### src/rtl/page_table_walker.sv
// Sv39 hardware page-table walker: consumes an MMU TLB miss, reads PTEs
// over one request/response port and returns the leaf or a fault.
//
// Ports:
//   clk, reset        : clock, synchronous active-high reset
//   SATP_REGW         : satp CSR (MODE [63:60], root PPN [43:0])
//   TLBMiss, VAdr     : miss request and its virtual address
//   TLBFlush          : aborts an in-flight walk
//   MemReq, MemPAdr   : PTE read request and its physical address
//   MemReady          : request accepted this cycle
//   MemRdValid/Data   : PTE read response
//   MemErr            : bus error, qualified by MemRdValid
//   PTE, PageTypeWriteVal, TLBWrite : leaf fill into the TLB
//   WalkerPageFault, WalkerAccessFault : one-cycle fault strobes
//   Busy              : walk in progress
module page_table_walker #(
  parameter int XLEN    = 64,
  parameter int PA_BITS = 56
) (
  input  logic               clk,
  input  logic               reset,
  input  logic [XLEN-1:0]    SATP_REGW,
  input  logic               TLBMiss,
  input  logic [XLEN-1:0]    VAdr,
  input  logic               TLBFlush,
  output logic               MemReq,
  output logic [PA_BITS-1:0] MemPAdr,
  input  logic               MemReady,
  input  logic               MemRdValid,
  input  logic [XLEN-1:0]    MemRdData,
  input  logic               MemErr,
  output logic [XLEN-1:0]    PTE,
  output logic [1:0]         PageTypeWriteVal,
  output logic               TLBWrite,
  output logic               WalkerPageFault,
  output logic               WalkerAccessFault,
  output logic               Busy
);

  typedef enum logic [2:0] {
    IDLE,
    REQ,
    WAIT,
    LEAF,
    PFAULT,
    AFAULT,
    DONE,
    DRAIN
  } state_t;

  state_t             state_q;
  logic [1:0]         level_q;
  logic               memreq_q;
  logic [PA_BITS-1:0] adr_q;
  logic [XLEN-1:0]    pte_q;
  logic [1:0]         ptype_q;
  logic               tlbw_q;
  logic               pf_q;
  logic               af_q;
  logic               busy_q;

  logic               start_d;
  logic [55:0]        root_adr_d;
  logic [55:0]        next_adr_d;
  logic [8:0]         vpn_nxt_d;
  logic               bad_d;
  logic               leaf_d;
  logic               misal_d;
  logic               unused_bits;

  assign unused_bits = ^{VAdr[63:39], VAdr[11:0],
                         SATP_REGW[59:44]};

  assign start_d = TLBMiss & ~TLBFlush &
                   (SATP_REGW[63:60] == 4'd8);

  assign root_adr_d = {SATP_REGW[43:0],
                       VAdr[38:30], 3'b000};

  // Index for the level we are about to descend into.
  assign vpn_nxt_d = (level_q == 2'd2) ? VAdr[29:21]
                                       : VAdr[20:12];

  assign next_adr_d = {MemRdData[53:10],
                       vpn_nxt_d, 3'b000};

  // Invalid, write-without-read, or reserved high bits set.
  assign bad_d = ~MemRdData[0] |
                 (~MemRdData[1] & MemRdData[2]) |
                 (|MemRdData[63:54]);

  assign leaf_d = MemRdData[1] | MemRdData[3];

  // A superpage leaf must have zero PPN slices below its level.
  always_comb begin
    misal_d = 1'b0;
    if (level_q == 2'd2)
      misal_d = |MemRdData[27:10];
    else if (level_q == 2'd1)
      misal_d = |MemRdData[18:10];
  end

  always_ff @(posedge clk) begin
    if (reset) begin
      state_q  <= IDLE;
      level_q  <= 2'd2;
      memreq_q <= 1'b0;
      adr_q    <= '0;
      pte_q    <= '0;
      ptype_q  <= 2'd0;
      tlbw_q   <= 1'b0;
      pf_q     <= 1'b0;
      af_q     <= 1'b0;
      busy_q   <= 1'b0;
    end else begin
      memreq_q <= 1'b0;
      tlbw_q   <= 1'b0;
      pf_q     <= 1'b0;
      af_q     <= 1'b0;
      busy_q   <= 1'b0;
      unique case (state_q)
        IDLE: begin
          if (start_d) begin
            state_q  <= REQ;
            level_q  <= 2'd2;
            adr_q    <= root_adr_d[PA_BITS-1:0];
            memreq_q <= 1'b1;
            busy_q   <= 1'b1;
          end
        end
        REQ: begin
          // An accepted request still owes us a response.
          if (TLBFlush) begin
            state_q <= MemReady ? DRAIN : IDLE;
          end else if (MemReady) begin
            state_q <= WAIT;
            busy_q  <= 1'b1;
          end else begin
            memreq_q <= 1'b1;
            busy_q   <= 1'b1;
          end
        end
        WAIT: begin
          busy_q <= 1'b1;
          if (TLBFlush) begin
            busy_q  <= 1'b0;
            state_q <= MemRdValid ? IDLE : DRAIN;
          end else if (MemRdValid) begin
            if (MemErr) begin
              state_q <= AFAULT;
              af_q    <= 1'b1;
            end else if (bad_d |
                         (leaf_d & misal_d) |
                         (~leaf_d &
                          (level_q == 2'd0))) begin
              state_q <= PFAULT;
              pf_q    <= 1'b1;
            end else if (leaf_d) begin
              state_q <= LEAF;
              tlbw_q  <= 1'b1;
              pte_q   <= MemRdData;
              ptype_q <= level_q;
            end else begin
              state_q  <= REQ;
              level_q  <= level_q - 2'd1;
              adr_q    <= next_adr_d[PA_BITS-1:0];
              memreq_q <= 1'b1;
            end
          end
        end
        LEAF, PFAULT, AFAULT: begin
          state_q <= DONE;
        end
        DONE: begin
          state_q <= IDLE;
        end
        DRAIN: begin
          if (MemRdValid)
            state_q <= IDLE;
        end
        default: begin
          state_q <= IDLE;
        end
      endcase
    end
  end

  assign MemReq            = memreq_q;
  assign MemPAdr           = adr_q;
  assign PTE               = pte_q;
  assign PageTypeWriteVal  = ptype_q;
  assign TLBWrite          = tlbw_q;
  assign WalkerPageFault   = pf_q;
  assign WalkerAccessFault = af_q;
  assign Busy              = busy_q;

endmodule

### config.mk
export PLATFORM = sky130hd
export DESIGN_NAME = page_table_walker
export DESIGN_NICKNAME = d
export VERILOG_FILES = /design/src/rtl/page_table_walker.sv
export SDC_FILE = /design/constraint.sdc
export NUM_CORES = 1
export LEC_CHECK = 0
export ABC_AREA = 1
export CAP_MARGIN = 10
export CORE_MARGIN = 4
export CORE_UTILIZATION = 40
export DETAILED_ROUTE_END_ITERATION = 10
export HOLD_SLACK_MARGIN = 0.15
export PLACE_DENSITY = 0.86
export SLEW_MARGIN = 10
export SYNTH_ARGS = -nofsm -noshare
export SYNTH_HDL_FRONTEND = slang
export SYNTH_SLANG_ARGS = --single-unit
### constraint.sdc
create_clock -name clk -period 2.2 [get_ports clk]
set_input_delay 0.44 -clock clk [delete_from_list [all_inputs] [get_ports clk]]
set_output_delay 0.44 -clock clk [all_outputs]
set_load 0.01 [all_outputs]
; ---- After elaboration in Yosys (flattened, before gate mapping)
; Index checks and enable logic that the tools add are counted.
[totals]
ff_bits = 132
output_inout_bits = 127
[classes]
addsub = 1
n_eq_ne = 19
n_mux = 43
n_bitwise = 18
reduce_logical = 14
[op_table]
columns = cell, count
row1 = 2-to-1 mux 56 bit, 6
row2 = case mux 56 bit (2 select lines), 1
row3 = 2-to-1 mux 3 bit, 10
row4 = case mux 3 bit (6 select lines), 1
row5 = OR reduction 18 bit, 1
row6 = 2-to-1 mux 1 bit, 14
row7 = 2-to-1 mux 2 bit, 7
row8 = != test 2 bit (second input constant), 7
row9 = equality test 3 bit (second input constant), 4
row10 = OR reduction 10 bit, 1
row11 = 2-to-1 mux 9 bit, 1
row12 = OR reduction 9 bit, 1
row13 = inverter 1 bit, 8
row14 = AND reduction 7 bit, 1
row15 = equality test 3 x 2 -> 1 bit (second input constant), 2
row16 = != test 3 bit (second input constant), 2
row17 = AND reduction 6 bit, 1
row18 = OR reduction 6 bit, 1
row19 = bitwise AND 1 bit, 5
row20 = bitwise OR 1 bit, 5
row21 = OR reduction 5 bit, 1
row22 = equality test 4 bit (second input constant), 1
row23 = case mux 2 bit (2 select lines), 1
row24 = AND reduction 4 bit, 1
row25 = other kinds (12), 12

; ---- Logic depth before layout (Yosys ltp)
[logic_depth]
depth_word = 11
depth_mapped = 12
depth_no_buf = 12

; ---- Least setup slack after synthesis
; Ideal clock, no wire load.
[synth_timing]
path_kind = register to register
from = register level_q[0]
to = register pte_q[25], in the netlist PTE[25]
setup_time_ns = 0.146
arrival_ns = 1.602
required_ns = 2.054
path_slack_ns = 0.452
stages_incl_launch_ff = 10
n_path_buf = 3
cell_sequence = dfxtp_1 -> inv_1 -> ha_1 -> buf_2 -> nand2_1 -> nand4_2 -> buf_4 -> buf_2 -> nor2_1 -> a211oi_2
[synth_between]
elab_chain_len = 8
word_cells_on_any_way = 11
cone_classes = eq/ne: 2 / mux: 2 / bitwise: 5 / reduce/logical: 2
[synth_lines]
columns = element, line_no
row1 = start: declaration, 52  ; logic [1:0] level_q;
row2 = start signal: assignment, 165  ; level_q <= level_q - 2'd1;
row3 = equality test 2 x 1 -> 1 bit, 99  ; else if (level_q == 2'd1)
row4 = 2-to-1 mux 1 bit, 99
row5 = 2-to-1 mux 1 bit, 97  ; if (level_q == 2'd2)
row6 = bitwise AND 1 bit, 153  ; (leaf_d & misal_d) |
row7 = bitwise OR 1 bit, 152  ; end else if (bad_d |
row8 = bitwise OR 1 bit (*), 153
row9 = inverter 1 bit (no source line) (*), --
row10 = AND reduction 6 bit (no source line) (*), --
row11 = end signal: assignment, 161  ; pte_q <= MemRdData;
row12 = end: declaration, 55  ; logic [XLEN-1:0] pte_q;
; Mark *: on every way between the ends. The rest lies on a longest branch, timed or not.
; A chain may end at the register's enable or synchronous reset.

; ---- Worst setup path in the final report
[layout_timing]
from = input MemRdData[25]
to = register pte_q[28], in the netlist PTE[28]
[layout_between]
elab_chain_len = 7
[layout_lines]
columns = element, line_no
row1 = start: declaration, 30  ; input logic [XLEN-1:0] MemRdData,
row2 = OR reduction 18 bit, 98  ; misal_d = |MemRdData[27:10];
row3 = 2-to-1 mux 1 bit, 97
row4 = bitwise AND 1 bit, 153
row5 = bitwise OR 1 bit, 152
row6 = bitwise OR 1 bit, 153
row7 = inverter 1 bit (no source line), --
row8 = AND reduction 6 bit (no source line), --
; Every way passes these cells.

==> flow_metrics.env <==
export IMPL_run_status="completed"
export IMPL_io_pin_count=326
export IMPL_critPathSlowestCell="clkdlybuf4s50_1"
export IMPL_crit_family="simple AND/OR/NAND/NOR gates"
export IMPL_timing_final_hold_violations=0
export IMPL_fin_worst_hold_slack_ns=0.406
export IMPL_worstSetupEndpointType="flop"
export IMPL_min_path_type="in -> reg"
export IMPL_fin_skew_ns=0.00836
export IMPL_avgSynthCellArea_um2=8.45
export IMPL_area_growth_pct=58.6
export IMPL_muxShareOfSynthArea_pct=1.49
export IMPL_max_cap_viol_count=0
export IMPL_ys_ff_latch=129
export IMPL_antenna_cells=0
export IMPL_ctsHtreeMaxLevel=4
export IMPL_initial_utilization_pct=41.3
export IMPL_required_time_reported_for_the_critical_path_endpoint_ns=2.47
export IMPL_die_h_um=131
export IMPL_report_final_slew_viol_count=0
export IMPL_critPathBufInv=2
export IMPL_synthArstFlopShare_pct=0
export IMPL_period_share_pct=90.3
export IMPL_cts_reportedPaths_clkPinSlew_ns=0.06
export IMPL_final_util_pct=65.4
export IMPL_cts_resized=0
export IMPL_dieWidth_um=131
export IMPL_peakVddDrop_v=0.000466
export IMPL_dr_pass1_iters=4
export IMPL_ys_types=28
export IMPL_yosys_area_share_simple_pct=19.4
export IMPL_layout_nets=1191
export IMPL_drc_errors=0
export IMPL_yosys_area_share_adder_pct=0.621
export IMPL_number_of_vias_after_detailed_routing=5746
export IMPL_insertion_delay_ns=0.41
export IMPL_grt_max_degree=73
export IMPL_std_cell_rows=44
export IMPL_tritoncts="built"
export IMPL_detailedPlacementHpwl_mm=13.6
export IMPL_synth_warn=0
export IMPL_synth_most_common_cell="nor2_1"
export IMPL_grt_ovfl_total=0
export IMPL_synth_edf_count=0
export IMPL_global_route_wire_length_before_repair_mm=27.8
export IMPL_floorplan_core_area_um2=14600
export IMPL_cts_setup_buffers=0
export IMPL_io_buffer_count=269
export IMPL_synthCells=715
export IMPL_drt_antenna_violating_nets=0
export IMPL_gr_usage_all_layers_pct=20.7
export IMPL_synth_compound_area_share_pct=24.7
export IMPL_tritoncts_sink_count=129
export IMPL_fmax_mhz=503
export IMPL_synth_top_family_by_area="compound AO/OA/AOI/OAI gates"
export IMPL_worst_ep_arrival_time_ns=2.26
export IMPL_antenna_violations_before_repair=0
export IMPL_synth_top_cell_area_share_pct=42.8
export IMPL_synth_cell_area_um2=6040
export IMPL_setup_worst_path_class="in -> reg"
export IMPL_detailed_route_vias_per_instance=4.84
export IMPL_power_density_nw_per_um2=660
export IMPL_ctsHoldBuffers=0
export IMPL_gp_congestion=0.827
export IMPL_start_kind="primary input"
export IMPL_vias_in_the_first_global_route=5523
export IMPL_ys_dominant_reg_cell="dfxtp_1"
export IMPL_root_buffer="clkbuf_16"
export IMPL_netlist_top_cells_count="nor2_1, dfxtp_1, nand2_1"
export IMPL_synth_top_cells_by_area="dfxtp_1, a211oi_2, nor2_1"
export IMPL_yosysTopAreaCell="dfxtp_1"
export IMPL_cellLeakagePower_nw=3.60
export IMPL_post_dr_wirelength_cell_um=15.5
export IMPL_layout_min_cycle_time_ns=1.99
export IMPL_clk_path_buf_depth=2
export IMPL_die_area_um2=17100
export IMPL_numCtsBuffers=17
export IMPL_layout_drive_gt1_share_pct=16.8
export IMPL_routed_wl_mm=18.4
export IMPL_detailedRoute_firstIterationViolations=243
export IMPL_timing_final_setup_violations=0
export IMPL_synth_xor_area_share_pct=0
export IMPL_critical_path_max_stage_delay_ns=0.43
export IMPL_crit_path_max_fanout=61
export IMPL_ys_seq_area_share_pct=42.8
export IMPL_critical_path_cell_chain="clkdlybuf4s50_1 > nor3_1 > nand4_1 > nand2_1 > nand4_4 > buf_12 > nor2_1 > a211oi_2"
export IMPL_rsz0062_at_grt="false"
==> worst paths after layout <==
check	start	to	slack, ns	cells after the start
worst max-delay path	MemRdData[25]	PTE[28]	0.21	8
worst min-delay path	reset	state_q[2]	0.41	2
worst max register to register	level_q[0]	MemPAdr[45]	0.22	10
worst min register to register	PTE[56]	PTE[56]	0.45	2
==> metal layers <==
metal	up-vias	share of wire (%)	track usage, %
met5	-	0	0
met4	0	1.6	6.47
met3	24	7.3	6.87
met2	184	51	37.3
met1	2626	40	23.0
li1	2912	-	-
==> layout make-up <==
type	instances	area (um2)
clock buffer	19	453
clock inverter	13	88.8
fill	1155	5060
inverter	91	342
multi-input combinational	443	2820
sequential	129	2580
tap	184	230
timing repair buffer	307	3070
==> where the power goes <==
part	switching, W	internal [W]	total (W)
logic	0.000763	0.000586	0.00135
clock network	0.00104	0.00149	0.00254
registers	0.0000475	0.00239	0.00244
==> sequential cells by signal, summed over array words and instances (netlist names) <==
signal	flops
MemReq	1
Busy	1
TLBWrite	1
state_q	3
PageTypeWriteVal	2
level_q	2
WalkerAccessFault	1
WalkerPageFault	1
PTE	64
MemPAdr	53
==> per-stage QoR <==
step / instances / area (um2) / TNS [ns] / worst slack (ns) / power [W]
after floorplan: 717 / 6050 / 0 / 0.452 / 0.00318
after global placement: 1154 / 9040 / -9.56 / -0.119 / 0.00378
after detailed placement: 1154 / 9040 / -13.85 / -0.191 / 0.00383
after CTS: 1186 / 9580 / 0 / 0.202 / 0.00638
after global routing: 1186 / 9580 / 0 / 0.0477 / 0.00661
final: 1186 / 9580 / 0 / 0.213 / 0.00632
==> cell families (layout without fill, tap and decap cells) <==
family,after synthesis,in the layout
compound gates,133,133
fa+ha+maj,3,3
buf+inv,145,430
flops,129,129
mux,9,9
other cells,1,3
simple gates,295,295
==> placed cells by master, fill, tap and decap left out, types with 9 or more instances in the layout <==
master             n
buf_4             31
a311oi_1          10
a21oi_1           16
dfxtp_1          129
a311oi_2          34
nor2_1           145
clkdlybuf4s50_1  268
a211oi_2          57
nand2_1          115
mux2i_1            9
nand3_1           17
inv_1             90
clkbuf_16         17
Power figures use the tool's default switching activity.
